$ cat config.mk
export PLATFORM = sky130hd
export DESIGN_NAME = adc_capture_ctrl
export DESIGN_NICKNAME = d
export VERILOG_FILES = /design/src/rtl/adc_capture_pkg.sv /design/src/rtl/capture_fifo.sv /design/src/rtl/adc_capture_ctrl.sv
export SDC_FILE = /design/constraint.sdc
export NUM_CORES = 1
export LEC_CHECK = 0
export CORE_ASPECT_RATIO = 2
export CORE_MARGIN = 3
export CORE_UTILIZATION = 42
export DETAILED_ROUTE_END_ITERATION = 8
export GPL_TIMING_DRIVEN = 1
export PLACE_DENSITY = 0.7
export SYNTH_ARGS = -nofsm -noshare
export SYNTH_HDL_FRONTEND = slang
export SYNTH_SLANG_ARGS = --single-unit
$ cat constraint.sdc
create_clock -name clk_i -period 5.3 [get_ports clk_i]
set_input_delay 0.53 -clock clk_i [delete_from_list [all_inputs] [get_ports clk_i]]
set_output_delay 0.53 -clock clk_i [all_outputs]
set_load 0.03 [all_outputs]
$ cat src/rtl/adc_capture_pkg.sv
// Shared types and constants for the triggered ADC capture controller.
package adc_capture_pkg;

    // Controller states.
    typedef enum logic [1:0] {
        IDLE    = 2'd0,
        ARMED   = 2'd1,
        CAPTURE = 2'd2,
        DRAIN   = 2'd3
    } state_t;

    // Default ADC resolution per channel.
    localparam int unsigned AdcResDflt = 14;

    // Packed sample pair {ch_B, ch_A}.
    localparam int unsigned DataW = 2 * AdcResDflt;

    // FIFO entry: sample pair plus the tlast marker in the MSB.
    localparam int unsigned EntryW = DataW + 1;

endpackage

$ cat src/rtl/capture_fifo.sv
// Synchronous FIFO holding captured sample pairs for the output stream.
// A write while full is dropped, even when a read happens in the same cycle.
// Flush empties the FIFO and takes priority over reads and writes.
module capture_fifo
    import adc_capture_pkg::*;
#(
    parameter int unsigned Width = EntryW,
    parameter int unsigned Depth = 4
) (
    input  logic             clk_i,
    input  logic             rst_i,
    input  logic             flush_i,
    input  logic             wr_en_i,
    input  logic [Width-1:0] wr_data_i,
    input  logic             rd_en_i,
    output logic [Width-1:0] rd_data_o,
    output logic             full_o,
    output logic             empty_o
);

    // Pointers carry one extra wrap bit to tell full from empty.
    localparam int unsigned AddrW = (Depth > 1) ? $clog2(Depth) : 1;

    logic [AddrW:0]   r_wr_ptr;
    logic [AddrW:0]   r_rd_ptr;
    logic [Width-1:0] r_mem [Depth];

    logic w_full;
    logic w_empty;
    logic w_wr;
    logic w_rd;

    assign w_empty = (r_wr_ptr == r_rd_ptr);
    assign w_full  = (r_wr_ptr[AddrW] != r_rd_ptr[AddrW]) &&
                     (r_wr_ptr[AddrW-1:0] == r_rd_ptr[AddrW-1:0]);

    // Fullness is judged before this cycle's read: no write-through when full.
    assign w_wr = wr_en_i && !w_full && !flush_i;
    assign w_rd = rd_en_i && !w_empty && !flush_i;

    // Pointer update; flush collapses both pointers to empty.
    always_ff @(posedge clk_i or posedge rst_i) begin
        if (rst_i) begin
            r_wr_ptr <= '0;
            r_rd_ptr <= '0;
        end else if (flush_i) begin
            r_wr_ptr <= '0;
            r_rd_ptr <= '0;
        end else begin
            if (w_wr) begin
                r_wr_ptr <= r_wr_ptr + (AddrW + 1)'(1);
            end
            if (w_rd) begin
                r_rd_ptr <= r_rd_ptr + (AddrW + 1)'(1);
            end
        end
    end

    // Storage write.
    // NOTE: the storage array has no reset; validity is tracked by the pointers,
    // so stale contents are never observable and the array can map to RAM.
    always_ff @(posedge clk_i) begin
        if (w_wr) begin
            r_mem[r_wr_ptr[AddrW-1:0]] <= wr_data_i;
        end
    end

    assign rd_data_o = r_mem[r_rd_ptr[AddrW-1:0]];
    assign full_o    = w_full;
    assign empty_o   = w_empty;

endmodule

$ cat src/rtl/adc_capture_ctrl.sv
// Triggered capture controller between the ADC channel demux and a stream consumer.
// Arms on request, waits for a fresh trigger rising edge, counts a fixed number of
// sample pairs (dropping, and flagging, pairs that find the buffer full) and drains
// the buffer over a valid/ready stream with a last marker on the final counted pair.
module adc_capture_ctrl
    import adc_capture_pkg::*;
#(
    parameter int unsigned AdcRes    = AdcResDflt,
    parameter int unsigned CntW      = 16,
    parameter int unsigned FifoDepth = 4
) (
    input  logic                  clk_i,
    input  logic                  rst_i,
    input  logic                  arm_i,
    input  logic                  abort_i,
    input  logic                  trig_i,
    input  logic [CntW-1:0]       num_samples_i,
    input  logic                  adc_valid_i,
    input  logic [AdcRes-1:0]     ch_A_i,
    input  logic [AdcRes-1:0]     ch_B_i,
    output logic                  demux_en_o,
    output logic [2*AdcRes-1:0]   m_tdata_o,
    output logic                  m_tvalid_o,
    input  logic                  m_tready_i,
    output logic                  m_tlast_o,
    output logic                  busy_o,
    output logic                  done_o,
    output logic                  overflow_o
);

    localparam int unsigned PairW = 2 * AdcRes;

    state_t r_state;
    state_t w_state_nxt;

    logic            r_trig_q;
    logic [CntW-1:0] r_cnt;
    logic [CntW-1:0] r_num;
    logic            r_overflow;
    logic            r_done;

    logic            w_trig_edge;
    logic            w_arm_ok;
    logic            w_sample;
    logic            w_last_pair;
    logic            w_demux_en;
    logic            w_flush;
    logic            w_fifo_wr;
    logic            w_drain_done;
    logic            w_fifo_full;
    logic            w_fifo_empty;
    logic [PairW:0]  w_fifo_wdata;
    logic [PairW:0]  w_fifo_rdata;

    // A trigger is a rising edge seen against last cycle's level, so a level that
    // is already high when arming never starts a capture.
    assign w_trig_edge = trig_i && !r_trig_q;

    // Arm is honoured only from IDLE with a non-zero count; abort overrides it.
    assign w_arm_ok = (r_state == IDLE) && arm_i && (num_samples_i != '0) && !abort_i;

    // A counted pair: every valid in CAPTURE, whether or not the buffer takes it.
    assign w_sample = (r_state == CAPTURE) && adc_valid_i && !abort_i;

    // Terminal compare against the latched count, never the live input.
    assign w_last_pair = (r_cnt == (r_num - CntW'(1)));

    assign w_fifo_wdata = {w_last_pair, ch_B_i, ch_A_i};

    // State register.
    always_ff @(posedge clk_i or posedge rst_i) begin
        if (rst_i) begin
            r_state <= IDLE;
        end else begin
            r_state <= w_state_nxt;
        end
    end

    // Next-state and per-cycle control decode; abort is applied last so it wins.
    // NOTE: combinational blocks use blocking '=' so later lines see earlier
    // results within the same evaluation; clocked blocks use '<=' only.
    always_comb begin
        // NOTE: every output of this block gets a default first, so no path
        // through the case statement can leave one unassigned and infer a latch.
        w_state_nxt  = r_state;
        w_demux_en   = 1'b0;
        w_flush      = 1'b0;
        w_fifo_wr    = 1'b0;
        w_drain_done = 1'b0;

        unique case (r_state)
            IDLE: begin
                if (w_arm_ok) begin
                    w_flush     = 1'b1;
                    w_state_nxt = ARMED;
                end
            end
            ARMED: begin
                w_demux_en = 1'b1;
                if (w_trig_edge) begin
                    w_state_nxt = CAPTURE;
                end
            end
            CAPTURE: begin
                w_demux_en = 1'b1;
                if (adc_valid_i) begin
                    w_fifo_wr = 1'b1;
                    if (w_last_pair) begin
                        w_state_nxt = DRAIN;
                    end
                end
            end
            DRAIN: begin
                if (w_fifo_empty) begin
                    w_drain_done = 1'b1;
                    w_state_nxt  = IDLE;
                end
            end
            default: begin
                w_state_nxt = IDLE;
            end
        endcase

        if (abort_i) begin
            w_state_nxt  = IDLE;
            w_flush      = 1'b1;
            w_fifo_wr    = 1'b0;
            w_drain_done = 1'b0;
        end
    end

    // Trigger history, latched count, pair counter, sticky overflow and done pulse.
    always_ff @(posedge clk_i or posedge rst_i) begin
        if (rst_i) begin
            r_trig_q   <= 1'b0;
            r_cnt      <= '0;
            r_num      <= '0;
            r_overflow <= 1'b0;
            r_done     <= 1'b0;
        end else begin
            r_trig_q <= trig_i;
            r_done   <= w_drain_done;
            if (w_arm_ok) begin
                r_num      <= num_samples_i;
                r_cnt      <= '0;
                r_overflow <= 1'b0;
            end else if (w_sample) begin
                // The window is fixed in time: dropped pairs still advance the count.
                r_cnt <= r_cnt + CntW'(1);
                if (w_fifo_full) begin
                    r_overflow <= 1'b1;
                end
            end
        end
    end

    capture_fifo #(
        .Width (PairW + 1),
        .Depth (FifoDepth)
    ) u_fifo (
        .clk_i     (clk_i),
        .rst_i     (rst_i),
        .flush_i   (w_flush),
        .wr_en_i   (w_fifo_wr),
        .wr_data_i (w_fifo_wdata),
        .rd_en_i   (m_tready_i),
        .rd_data_o (w_fifo_rdata),
        .full_o    (w_fifo_full),
        .empty_o   (w_fifo_empty)
    );

    // Head of the buffer is presented directly; it is zeroed while empty so the
    // stream outputs read 0 after reset and flush rather than stale storage.
    assign m_tvalid_o = !w_fifo_empty;
    assign m_tdata_o  = w_fifo_empty ? '0 : w_fifo_rdata[PairW-1:0];
    assign m_tlast_o  = !w_fifo_empty && w_fifo_rdata[PairW];

    // The demux runs only while waiting for or taking samples.
    assign demux_en_o = w_demux_en;
    assign busy_o     = (r_state != IDLE);
    assign done_o     = r_done;
    assign overflow_o = r_overflow;

endmodule

==> results.toml <==
[run_status]
run_status = "finished clean"

[finish]
fillCellCount = 1379
n_antenna_cell = 0
syn_to_final_growth_pct = 23.4
drive_gt1_frac = 0.150
multi_input_area_mm2 = 0.00233
ff_latch_area_mm2 = 0.00456
final_cells = 765
layout.nets = 610

[hold_path]
hold_class = "reg2reg"

[timing]
worst_slew_pin_slew_ns = 1.13
final_max_slew_viol_count = 0
hold_violations = 0
final-setup-viol-count = 0
rsz0062_at_grt = "no"
fmax_mhz = 290
fin_crit_ns = 3.44
fin_skew_ns = 0.0106
period_share = 0.650
finalSetupTns_ns = 0
fin_ws_ns = 1.86
hold_slack_ns = 0.523
slew_headroom = 0.242

[placement]
portBuffers = 84
place_hpwl_um = 10000
dp_worst_setup_slack_ns = 1.66
place.gp.congestion = 0.891
place_inst = 733

[pwr]
power.density_mw_per_mm2 = 372
peakVddDrop_mv = 0.257
pwr-share-comb = 0.182
p_clk_frac = 0.339
seq_power_share = 0.479
power.total_mw = 3.21
p_leak_nw = 3.01
p_sw_frac = 0.274
switchingPower_mw = 0.879
internal_power_mw = 2.33

[routing]
vias_per_cell = 5.29
vias = 4045
drt_drc_violations_left = 0
firstDrtPassIters = 4
antenna_left = 0
drt-initial-drc-count = 140
wire_per_inst_um = 18.3
routed_wl_um = 14000

[synthesis]
seq_area_frac_synth = 0.653
yosysTopAreaCellShare = 0.499
synth.distinct_cells = 49
synth_area_leaders = "edfxtp_1 (50%), dfrtp_1 (15%), mux4_2 (9.4%)"
syn-instance-count = 454
synth_nets = 516
synth_top_area_cell = "edfxtp_1"
syn_area_per_cell_um2 = 15.4
mappedNetlistArea_mm2 = 0.00698
ys_warn_count = 0
synth_edf_count = 116
ys.flop_type = "edfxtp_1"
async_reset_ff_frac = 0.270
synth-seq-cells = 159

[setup_path]
cp-start-kind = "flip-flop"
critPathRequiredTime_ns = 4.77
cp-end-kind = "output pin"
critPathMaxFanout = 34
critPathKind = "reg2out"
cp.arrival_ns = 2.91

[clocking]
ctsHtreeMaxLevel = 4
clkSinkCount = 159
cts_buffer_depth = 2
root_buffer = "clkbuf_16"
clkTransAtPathRegs_ns = 0.06
postCtsHoldBufs = 0
ctsResizeCount = 0
clk_latency_ns = 0.42
cts_buffers = 17
cts_tree = "built"
cts_setup_buffers = 0

[global_route]
first_global_vias = 4461
grt_remaining_overflow = 0
grt_pass1_wl_um = 22800
grt_start_max_net_pins = 44
antenna_found_initial = 0
gr-usage-all-layers = 0.163

[floorplanning]
floorplan.initialDensity = 0.429
num_rows = 66
io_pins = 85
die_h_um = 188
die_area_mm2 = 0.0183
die_x_um = 97.2
core_area_mm2 = 0.0163

[run]
maxCapViolCount = 0
[per-layer routing]
metal  track usage  routed length, um  up-vias
li1              -                  -     1893
met1         0.155               4910     2034
met2         0.314               8120       90
met3        0.0437                491       28
met4        0.0800                514        0
met5             0                  0        -
[final timing paths]
path / from / endpoint / slack (ns) / cells after the start
setup / recovery: u_fifo.r_wr_ptr[0]$_DFFE_PP0P_ / m_tdata_o[20] / 1.86 / 4
hold / removal: overflow_o$_DFFE_PP0P_ / overflow_o$_DFFE_PP0P_ / 0.52 / 2
setup reg to reg: r_num[0]$_DFFE_PP0P_ / u_fifo.r_mem[2][28]$_DFFE_PP_ / 2.44 / 8
hold reg to reg: overflow_o$_DFFE_PP0P_ / overflow_o$_DFFE_PP0P_ / 0.52 / 2
max in group asynchronous: rst_i / u_fifo.r_rd_ptr[0]$_DFFE_PP0P_ / 4.33 / 3
min in group asynchronous: rst_i / r_num[2]$_DFFE_PP0P_ / 0.57 / 3
[placed cells by master (no fill, tap or decap), drive strengths merged, types with 2 or more instances in the layout]
| master | Yosys | layout |
|---|---|---|
| clkbuf | 13 | 21 |
| nand4 | 2 | 2 |
| a211oi | 3 | 3 |
| or3 | 2 | 2 |
| nor3 | 3 | 3 |
| a22oi | 2 | 2 |
| xor2 | 23 | 23 |
| mux2 | 13 | 13 |
| mux4 | 29 | 29 |
| ha | 11 | 11 |
| dfrtp | 43 | 43 |
| nand3 | 12 | 12 |
| nand2 | 15 | 15 |
| clkdlybuf4s50 | 0 | 84 |
| mux2i | 5 | 5 |
| xnor2 | 14 | 14 |
| nor2 | 33 | 33 |
| o21ai | 11 | 11 |
| nor2b | 3 | 3 |
| nand2b | 6 | 6 |
| and3 | 5 | 5 |
| and2 | 34 | 34 |
| nor3b | 3 | 3 |
| nand3b | 4 | 4 |
| nand4b | 2 | 2 |
| buf | 3 | 7 |
| a21oi | 9 | 9 |
| clkinv | 0 | 5 |
| clkinvlp | 0 | 5 |
| inv | 10 | 10 |
| nor4 | 8 | 8 |
| edfxtp | 116 | 116 |
[power groups by stage]
stage	clock network, mW	registers, mW	logic [mW]
floorplan	0	1.51	0.413
global placement	0	1.55	0.572
detailed placement	0	1.56	0.585
CTS	1.11	1.53	0.589
global route	1.17	1.54	0.641
finish	1.09	1.53	0.584
[stage by stage]
stage	area, um2	utilization
final	8610	0.530
after global routing	8610	0.530
after CTS	8610	0.530
after detailed placement	8080	0.497
after global placement	8080	0.497
after floorplan	6980	-
[registers in the layout, summed over array words and instances (netlist names)]
register	count
done_o	1
u_fifo.r_wr_ptr	3
u_fifo.r_rd_ptr	3
u_fifo.r_mem	116
overflow_o	1
r_cnt	16
r_num	16
r_trig_q	1
r_state	2
[cell usage after synthesis (3+ instances only)]
| cell type | n |
|---|---|
| and3_1 | 5 |
| mux2_2 | 13 |
| nor4_1 | 7 |
| edfxtp_1 | 116 |
| nand3_1 | 12 |
| nor2_1 | 33 |
| a21oi_1 | 9 |
| nand2_1 | 15 |
| mux2i_1 | 5 |
| nand2b_1 | 6 |
| dfrtp_1 | 43 |
| ha_1 | 11 |
| o21ai_0 | 10 |
| nor2b_1 | 3 |
| clkbuf_1 | 13 |
| mux4_2 | 29 |
| inv_1 | 10 |
| nor3b_1 | 3 |
| nand3b_1 | 4 |
| buf_1 | 3 |
| nor3_1 | 3 |
| xor2_1 | 23 |
| and2_1 | 34 |
| xnor2_1 | 14 |
[critical path: stages, from the launching register on]
cell,delay [ns]
dfrtp_1,0.44
xnor2_1,0.20
nand3b_1,0.81
and2_1,0.45
clkdlybuf4s50_1,0.60
[layout make-up]
| class | instances | share of cell area |
|---|---|---|
| clock buffers | 21 | 0.0511 |
| clock inverters | 11 | 0.0109 |
| inverters | 10 | 0.00436 |
| multi-input cells | 269 | 0.271 |
| flip-flops and latches | 159 | 0.529 |
| well taps | 204 | 0.0296 |
| repair buffers | 91 | 0.104 |
[logic make-up after synthesis]
family          count (synthesis)  synth area share
mux                            47             0.122
xor+xnor                       37            0.0464
buf+inv                        26            0.0140
compound gates                 35            0.0321
fa+ha+maj                      11            0.0197
flops                         159             0.653
simple gates                  139             0.113
Note: power is estimated with default switching activity, not from simulation.
